`src/rtl/pc_fetch.sv`:
```
// Program-counter fetch stage: produces the instruction address each cycle,
// applying halt, stall, absolute jumps and zero-conditional relative branches.
module pc_fetch #(
    parameter logic [7:0] RESET_VECTOR = 8'h00
) (
    input  logic       clock,
    input  logic       reset,
    input  logic       stall,
    input  logic       halt,
    input  logic       jump_en,
    input  logic [7:0] jump_addr,
    input  logic       branch_en,
    input  logic       zero_flag,
    input  logic [4:0] branch_offset,
    output logic [7:0] PCinst,
    output logic       valid,
    output logic       flush,
    output logic       halted
);

    typedef enum logic [1:0] {
        BOOT,
        RUN,
        HALTED
    } state_e;

    state_e     state_q, state_d;
    logic [7:0] pc_q, pc_d;
    logic       valid_q, valid_d;
    logic       flush_q, flush_d;
    logic       halted_q, halted_d;

    logic [7:0] offset_ext;
    logic [7:0] branch_target;
    logic       branch_taken;

    // Relative target is measured from the next sequential address; 8-bit add wraps.
    assign offset_ext    = {{3{branch_offset[4]}}, branch_offset};
    assign branch_target = pc_q + 8'd1 + offset_ext;
    assign branch_taken  = branch_en && zero_flag;

    // NOTE: sequential state uses non-blocking assignments so every register
    // samples the pre-edge values of the others.
    always_ff @(posedge clock) begin
        if (!reset) begin
            state_q  <= BOOT;
            pc_q     <= RESET_VECTOR;
            valid_q  <= 1'b0;
            flush_q  <= 1'b0;
            halted_q <= 1'b0;
        end else begin
            state_q  <= state_d;
            pc_q     <= pc_d;
            valid_q  <= valid_d;
            flush_q  <= flush_d;
            halted_q <= halted_d;
        end
    end

    // NOTE: every combinational output gets a default first so no path
    // through the case leaves it unassigned (which would infer a latch).
    always_comb begin
        state_d = state_q;
        case (state_q)
            BOOT:    state_d = halt ? HALTED : RUN;
            RUN:     if (halt) state_d = HALTED;
            HALTED:  state_d = HALTED;
            default: state_d = BOOT;
        endcase
    end

    always_comb begin
        pc_d     = pc_q;
        valid_d  = 1'b0;
        flush_d  = 1'b0;
        halted_d = 1'b0;
        case (state_q)
            BOOT: begin
                valid_d  = !halt;
                halted_d = halt;
            end
            RUN: begin
                if (halt) begin
                    halted_d = 1'b1;
                end else begin
                    valid_d = 1'b1;
                    // Stalled redirects are dropped, not remembered.
                    if (!stall) begin
                        if (jump_en) begin
                            pc_d    = jump_addr;
                            flush_d = 1'b1;
                        end else if (branch_taken) begin
                            pc_d    = branch_target;
                            flush_d = 1'b1;
                        end else begin
                            pc_d = pc_q + 8'd1;
                        end
                    end
                end
            end
            HALTED: halted_d = 1'b1;
            default: ;
        endcase
    end

    assign PCinst = pc_q;
    assign valid  = valid_q;
    assign flush  = flush_q;
    assign halted = halted_q;

endmodule

```
`config.mk`:
```
export PLATFORM = sky130hd
export DESIGN_NAME = pc_fetch
export DESIGN_NICKNAME = d
export VERILOG_FILES = /design/src/rtl/pc_fetch.sv
export SDC_FILE = /design/constraint.sdc
export NUM_CORES = 1
export LEC_CHECK = 0
export BUFFER_PORTS_ARGS = -buffer_cell sky130_fd_sc_hd__buf_4
export CAP_MARGIN = 30
export CORE_UTILIZATION = 52
export CTS_CLUSTER_SIZE = 28
export DETAILED_ROUTE_END_ITERATION = 10
export GPL_ROUTABILITY_DRIVEN = 0
export HOLD_SLACK_MARGIN = 0.12
export PLACE_DENSITY = 0.75
export SLEW_MARGIN = 20
export SYNTH_ARGS = -nofsm -noshare
export SYNTH_HDL_FRONTEND = slang
export SYNTH_SLANG_ARGS = --single-unit
```
`constraint.sdc`:
```
create_clock -name clock -period 3.47 [get_ports clock]
set_clock_uncertainty 0.05 [all_clocks]
set_input_delay 0.347 -clock clock [delete_from_list [all_inputs] [get_ports clock]]
set_output_delay 0.347 -clock clock [all_outputs]
set_load 0.1 [all_outputs]
```
==> results of run 1 <==
-- stage by stage --
step	hold WS [ps]	utilization, %	cells	total power [mW]	setup slack, ps
after floorplan	434.2	-	143	0.2876	192.3
after global placement	454.3	68.50	194	0.3269	947.1
after detailed placement	474.5	68.50	194	0.3312	834.4
after CTS	305.1	69.80	198	0.4273	813.3
after global routing	319.5	69.80	198	0.4518	629.5
final	313.5	69.80	198	0.4256	832.9
-- cell usage after synthesis, drive strengths merged, types with 3 or more instances --
| master | count |
|---|---|
| mux2i | 6 |
| nand3b | 3 |
| dfxtp | 13 |
| a21boi | 3 |
| nor2 | 14 |
| nand3 | 8 |
| nor3 | 3 |
| o21ai | 5 |
| a21oi | 9 |
| a31oi | 3 |
| ha | 12 |
| inv | 8 |
| xnor2 | 6 |
| o211ai | 4 |
| clkbuf | 6 |
| and3 | 4 |
| nand2 | 12 |
| xor2 | 3 |
| o211a | 3 |
-- path summary, 6_finish.rpt --
check | cells past startpoint | startpoint | endpoint
setup / recovery | 10 | PCinst[0] | PCinst[7]
hold / removal | 3 | halt | valid
setup reg to reg | 10 | PCinst[0] | PCinst[7]
hold reg to reg | 2 | PCinst[1] | PCinst[1]
-- kinds of logic (layout without fill, tap and decap cells) --
kind of cell               after synthesis  after routing  share of synthesized area [%]
AOI/OAI and AO/OA                       37             37                          24.29
xor gates and xnor gates                 9              9                          6.863
adders and majority gates               13             13                          14.81
buffers and inverters                   14             42                          4.575
DFF                                     13             13                          22.66
muxes                                    6              6                          5.229
and+or+nand+nor                         51             51                          21.57
-- power by group through the flow --
stage	clock, mW	sequential (mW)	combinational, mW
2_1_floorplan	0	0.206	0.0819
3_3_place_gp	0	0.168	0.159
6_report	0.0972	0.166	0.163
4_1_cts	0.0989	0.166	0.162
3_5_place_dp	0	0.170	0.162
5_1_grt	0.106	0.167	0.178
-- worst max-delay path, stage by stage (launching register included) --
cell and delay [ps]:
dfxtp_1 440, ha_1 240, nand3_1 110, xnor2_1 200, ha_1 300, a21oi_2 260, o31ai_4 120, and4b_1 190
o31a_1 300, mux2i_1 120, o211a_1 200
-- flip-flops by register name, summed over array words and instances (netlist names) --
signal and flops:
halted 1, state_q 2, valid 1, PCinst 8, flush 1
-- layer usage --
layer / share of wire [%] / wire (um) / track usage [%] / vias up
met5: 0 / 0 / 0 / -
met4: 0.53 / 14 / 4.412 / 0
met3: 4.9 / 129 / 7.165 / 4
met2: 49 / 1276 / 43.06 / 31
met1: 46 / 1196 / 28.49 / 520
li1: - / - / - / 563
-- cell type report --
type	count	area, um2	area share (%)
sequential	13	260.3	18.44
multi-input combinational	116	835.8	59.22
timing repair buffer	30	225.2	15.96
tap	27	33.78	2.394
clock buffer	4	26.28	1.862
inverter	8	30.03	2.128
==> flow_summary.yaml, run 1 <==
yosys:
  synth.largest_area_cell: "dfxtp_1"
  ys_ff_latch: 13
  ys_warn_count: 0
  syn_inst: 143
  ys_types: 38
  netlist_area_mm2: 0.001149
  yosysSeqAreaShare_pct: 22.66
  synthArstFlopShare_pct: 0
  synthFlopType: "dfxtp_1"
  synth_area_leaders: "dfxtp_1 (23%), ha_1 (13%), mux2i_1 (5.2%)"
  synth_top_cell_area_share_pct: 22.66
  avgSynthCellArea_um2: 8.032
  syn-num-nets: 176
  synth_edf_count: 0
grt:
  antenna_found_initial: 0
  overflow: 0
  track_usage_pct: 24.11
  grt_pass1_vias: 1079
  grt_pass1_wl_um: 4526
  grt_start_max_net_pins: 17
clock_network:
  cts_htree_levels: 1
  holdBufCountCts: 0
  cts_made_buffers: 3
  worstSkewPairLatency_ps: 280
  clockRootBuffer: "clkbuf_4"
  clk_pin_slew_ps: 90
  cts_buffer_depth: 2
  post_cts_buffers: 0
  cts_resized: 0
  tritoncts: "done"
  cts.sinks: 13
route:
  wire_per_inst_um: 13.22
  vias: 1118
  drc: 0
  first_pass_iters: 4
  drt_iter0_drc: 26
  viasPerCell: 5.646
  routed_wl_um: 2617
  ant_nets: 0
worst_setup_path:
  reg2reg_setup_slack_ps: 830
  cp.required_ps: 3600
  cp-end-kind: "flop"
  arrival_ps: 2760
  critPathMaxFanout: 7
  start_kind: "flop"
  critPathKind: "flop to flop"
power_and_ir_drop:
  powerDensity_mw_per_mm2: 301.6
  power_leakage_nw: 0.6758
  pwr-share-seq_pct: 39.0
  share_comb_of_total_power_pct: 38.2
  clock_power_share_pct: 22.8
  ir_worst_vdd_v: 0.0002091
  p_switching_uw: 161.4
  power.internal_uw: 264.2
  switching_share_pct: 37.92
die:
  dieArea_mm2: 0.002401
  io_pins: 31
  start_util_pct: 56.81
  die_y_um: 49
  chipWidth_um: 49
  core_area_mm2: 0.002022
  row_count: 16
status:
  outcome: "complete, no violations"
worst_hold_path:
  hold_class: "input pin to flop"
sta:
  hold_viol_final: 0
  fmax_mhz: 379.2
  tightest_slew_ps: 508.3
  fin_setup_tns_ps: 0
  fin_crit_sh_pct: 76.00
  rsz0062_at_grt: "no"
  slew_violations: 0
  setup_viol: 0
  slew_headroom_pct: 66.11
  period_minus_slack_ps: 2637
final_layout:
  final_common_cell: "buf_4"
  drive_gt1_share_pct: 21.64
  antenna_cells: 0
  final_cell_mix: "buf_4 (30), nor2_1 (14), dfxtp_1 (13), nand2_1 (12), ha_1 (12)"
  fill_cells: 174
  final_nets: 205
  design_area_mm2: 0.001411
  area_growth_pct: 22.88
placement:
  io_buffers: 30
  placed_cell_area_mm2: 0.001385
  detailed_place_hpwl_um: 2109
job:
  drv_cap: 0
No activity file was read; power rests on OpenSTA's default activity.
==> run 2: changes to the inputs <==
- ABC_AREA: unset -> 1
- CORE_UTILIZATION: 52 -> 51
- PLACE_DENSITY: 0.75 -> 0.74
- clock period: 3.47 -> 2.66 ns (I/O delays scaled with it)
==> flow_summary.yaml, run 2 <==
status:
  outcome: "complete, no violations"
power_and_ir_drop:
  powerDensity_mw_per_mm2: 401.0
  ir_worst_vdd_v: 0.0004115
  p_total_uw: 550.4
  power_leakage_nw: 0.7038
yosys:
  ys_ff_latch: 13
  synth_edf_count: 0
  ys_warn_count: 0
  ys_types: 29
  yosysSeqAreaShare_pct: 23.85
  synthMostInstantiatedCell: "nand2_1"
  synthArstFlopShare_pct: 0
  syn-num-nets: 195
  netlist_area_mm2: 0.001091
  synth_top_cell_area_share_pct: 23.85
  ys_top_cells_by_count: "nand2_1 (28), inv_1 (17), nor2_1 (16)"
  avgSynthCellArea_um2: 6.735
  synth.largest_area_cell: "dfxtp_1"
  syn_inst: 162
  synth_area_leaders: "dfxtp_1 (24%), ha_1 (14%), nand2_1 (9.6%)"
  synthFlopType: "dfxtp_1"
worst_setup_path:
  r2r.worst_path.cells: 14
  path_common_cell: "nand2_1"
  critPathMaxFanout: 5
  arrival_ps: 2380
  critPathKind: "flop to flop"
  crit_buf_inv: 1
  start_kind: "flop"
  cp_cell_sequence: "ha_1 > nand3_2 > xor2_1 > clkinv_1 > ha_1 > nand2_1 > nand2_1 > a21oi_1 > nand2_1 > nand2_1 > nand4_1 > nand3_1 > nand2_1 > a21oi_1"
  cp.required_ps: 2830
  max_stage_delay_ps: 350
  cp-end-kind: "flop"
  cp_top_family: "simple AND/OR/NAND/NOR gates"
  slowest_stage: "dfxtp_2"
  crit_cells: 14
placement:
  detailed_place_hpwl_um: 2028
  placed_cell_area_mm2: 0.001346
  numPlacedInstances: 217
  io_buffers: 30
  place_ws_ps: 459.2
clock_network:
  cts_made_buffers: 3
  holdBufCountCts: 0
  clk_pin_slew_ps: 80
  tritoncts: "done"
  cts_buffer_depth: 2
  post_cts_buffers: 0
  clockRootBuffer: "clkbuf_4"
  worstSkewPairLatency_ps: 280
  cts.sinks: 13
  cts_htree_levels: 1
  cts_resized: 0
route:
  drc: 0
  viasPerCell: 5.149
  ant_nets: 0
  routed_wl_um: 2489
  vias: 1138
  wire_per_inst_um: 11.26
  first_pass_iters: 4
  drt_iter0_drc: 16
grt:
  grt_pass1_vias: 966
  grt_pass1_wl_um: 3933
  antenna_found_initial: 0
  grt_start_max_net_pins: 13
  overflow: 0
  track_usage_pct: 24.31
sta:
  fmax_mhz: 451.2
  period_minus_slack_ps: 2216
  rsz0062_at_grt: "no"
  setup_viol: 0
  fin_ws_ps: 443.9
  fin_setup_tns_ps: 0
  hold_viol_final: 0
  slew_violations: 0
  fin_crit_sh_pct: 83.31
  tightest_slew_ps: 298.2
  slew_headroom_pct: 80.04
  holdWs_ps: 130.3
final_layout:
  antenna_cells: 0
  area_growth_pct: 25.80
  final_nets: 228
  fill_cells: 183
  final_cell_mix: "buf_4 (30), nand2_1 (28), inv_1 (17), nor2_1 (16), a21oi_1 (13)"
  largest_reg_flops: 8
  drive_gt1_share_pct: 23.20
  final_common_cell: "buf_4"
  instances_no_fill: 221
  post-route-util_pct: 69.26
  design_area_mm2: 0.001373
worst_hold_path:
  hold_class: "input pin to flop"
  worstHoldPathCells: 2
job:
  drv_cap: 0
die:
  chipWidth_um: 48.25
  start_util_pct: 55.05
  row_count: 16
  dieArea_mm2: 0.002328
  die_y_um: 48.25
  core_area_mm2: 0.001982
  io_pins: 31
## run 2: cell count changes after synthesis, sizes merged, moves of 5 or more
cell	previous run	this run
clkbuf	6	1
mux2i	6	0
nand2	12	28
nor3	3	8
inv	8	22
o21ai	5	13
## run 2: final cells by class
type                            instances  area, um2  share of cell area, %
Tap cell                               27      33.78                  2.461
Inverter                               25      93.84                  6.837
Clock buffer                            4      26.28                  1.914
Multi-Input combinational cell        122      728.2                  53.05
Sequential cell                        13      265.3                  19.33
Timing Repair Buffer                   30      225.2                  16.41
## run 2: kinds of logic after synthesis
| group | share of synthesized area, % |
|---|---|
| and+or+nand+nor | 27.98 |
| AOI/OAI and AO/OA | 17.55 |
| xor gates and xnor gates | 5.619 |
| DFF | 23.85 |
| adders and majority gates | 15.60 |
| buffers and inverters | 9.403 |
## run 2: path summary, 6_finish.rpt
kind                   from  slack, ps   endpoint
setup / recovery  PCinst[0]        440  PCinst[7]
hold / removal         halt        130      valid
setup reg to reg  PCinst[0]        440  PCinst[7]
hold reg to reg   PCinst[5]        460  PCinst[5]
## run 2: where the power goes
group          switching (mW)  total [mW]  internal (mW)
registers              0.0134       0.221          0.208
logic                   0.132       0.204         0.0714
clock network          0.0670       0.125         0.0583
## run 2: metal layers
| metal | global-route usage [%] | vias to the layer above | share of wire [%] |
|---|---|---|---|
| li1 | - | 603 | - |
| met1 | 29.75 | 497 | 46 |
| met2 | 42.40 | 34 | 48 |
| met3 | 6.667 | 4 | 4.5 |
| met4 | 5.000 | 0 | 1.1 |
| met5 | 0 | - | 0 |
==> run 3: changes to the inputs <==
- clock period: 2.66 -> 2.1 ns (I/O delays scaled with it)
==> flow_summary.yaml, run 3 (synthesis results as in run 2) <==
grt:
  track_usage_pct: 26.93
  grt_pass1_wl_um: 4229
  overflow: 0
  grt_pass1_vias: 1028
  antenna_found_initial: 0
  grt_start_max_net_pins: 13
route:
  vias: 1149
  ant_nets: 0
  drt_iter0_drc: 10
  routed_wl_um: 2710
  viasPerCell: 5.039
  first_pass_iters: 4
  drc: 0
  wire_per_inst_um: 11.89
final_layout:
  final_common_cell: "buf_4"
  final_nets: 235
  drive_gt1_share_pct: 29.85
  area_growth_pct: 36.12
  instances_no_fill: 228
  largest_reg_flops: 8
  antenna_cells: 0
  final_cell_mix: "buf_4 (36), nand2_1 (27), inv_1 (17), nor2_1 (16), a21oi_1 (12)"
worst_setup_path:
  max_stage_delay_ps: 370
  slowest_stage: "dfxtp_4"
  arrival_ps: 2280
  path_common_cell: "nand2_1"
  start_kind: "flop"
  cp.required_ps: 2220
  cp-end-kind: "flop"
  critPathKind: "flop to flop"
  cp_cell_sequence: "ha_4 > nand3_4 > nor3_2 > xor2_1 > ha_1 > nand2_1 > inv_1 > a21oi_2 > nand2_1 > nand2_2 > nand3_1 > nand2_1 > nand3_1 > nand2_1 > a21oi_1"
  critPathMaxFanout: 4
sta:
  fmax_mhz: 463.8
  fin_crit_sh_pct: 102.7
  slew_violations: 0
  tightest_slew_ps: 288.6
  rsz0062_at_grt: "yes"
  period_minus_slack_ps: 2156
  fin_setup_tns_ps: -56.07
  hold_viol_final: 0
  fin_ws_ps: -56.07
  holdWs_ps: 158.1
  setup_viol: 1
  slew_headroom_pct: 80.69
die:
  row_count: 16
  chipWidth_um: 48.25
  dieArea_mm2: 0.002328
  io_pins: 31
  start_util_pct: 55.05
  core_area_mm2: 0.001982
  die_y_um: 48.25
clock_network:
  cts_made_buffers: 3
  cts_htree_levels: 1
  clockRootBuffer: "clkbuf_4"
  cts_buffer_depth: 2
  tritoncts: "done"
  cts.sinks: 13
  clk_pin_slew_ps: 80
  worstSkewPairLatency_ps: 280
job:
  drv_cap: 0
power_and_ir_drop:
  powerDensity_mw_per_mm2: 475.4
  power_leakage_nw: 0.7521
  ir_worst_vdd_v: 0.0003709
  p_total_uw: 706.1
worst_hold_path:
  hold_class: "input pin to flop"
placement:
  numPlacedInstances: 221
  io_buffers: 30
  detailed_place_hpwl_um: 2161
status:
  outcome: "finished, violations left"
  violations: "negative setup slack"
run 3: cell count changes in the layout (fill, tap and decap cells not counted), sizes merged:
cell,previous run,this run
clkinv,3,2
buf,30,36
inv,22,23
dlygate4sd3,0,1
run 3: stage by stage:
stage	utilization (%)	instance area (um2)	worst slack (ps)
global route	74.94	1485	-206.5
global placement	71.02	1408	9.629
CTS	74.56	1478	-39.25
finish	74.94	1485	-56.07
detailed placement	71.02	1408	-78.59
floorplan	-	1127	-149.2
run 3: final timing paths:
path / from / end / slack, ps / cells past startpoint
setup / recovery: PCinst[1] / PCinst[7] / -60 / 15
hold / removal: reset / PCinst[3] / 160 / 3
setup reg to reg: PCinst[1] / PCinst[7] / -60 / 15
hold reg to reg: PCinst[7] / PCinst[7] / 460 / 2
run 3: layout make-up:
cell class	instances	area, um2
well taps	27	33.78
multi-input cells	122	767.0
inverters	25	93.84
fillers	155	496.7
repair buffers	37	280.3
flip-flops and latches	13	284.0
clock buffers	4	26.28
run 3: repair_timing:
item	in CTS	in global routing
setup buffers	2	0
hold endpoints to repair	1	0
hold buffers	1	0
gates cloned	0	0
pin swaps	2	3
resized for setup	3	3
setup endpoints to repair	1	4
run 3: report_power, final:
part           internal [mW]  switching, mW
logic                  0.100          0.174
registers              0.259         0.0185
clock network         0.0738         0.0811
run 3: worst max-delay path: cells and delay by family (launching register included):
kind	cells	cell delay (ps)
simple gates	9	700
flops	1	370
xor+xnor	1	210
compound gates	2	200
buf+inv	1	50
fa+ha+maj	2	450
run 3: routing by layer:
metal | part of all wire, % | vias to the layer above | GRT usage, %
li1 | - | 614 | -
met1 | 45 | 505 | 30.49
met2 | 50 | 25 | 48.27
met3 | 3.9 | 5 | 8.148
met4 | 1.1 | 0 | 7.778
met5 | 0 | - | 0
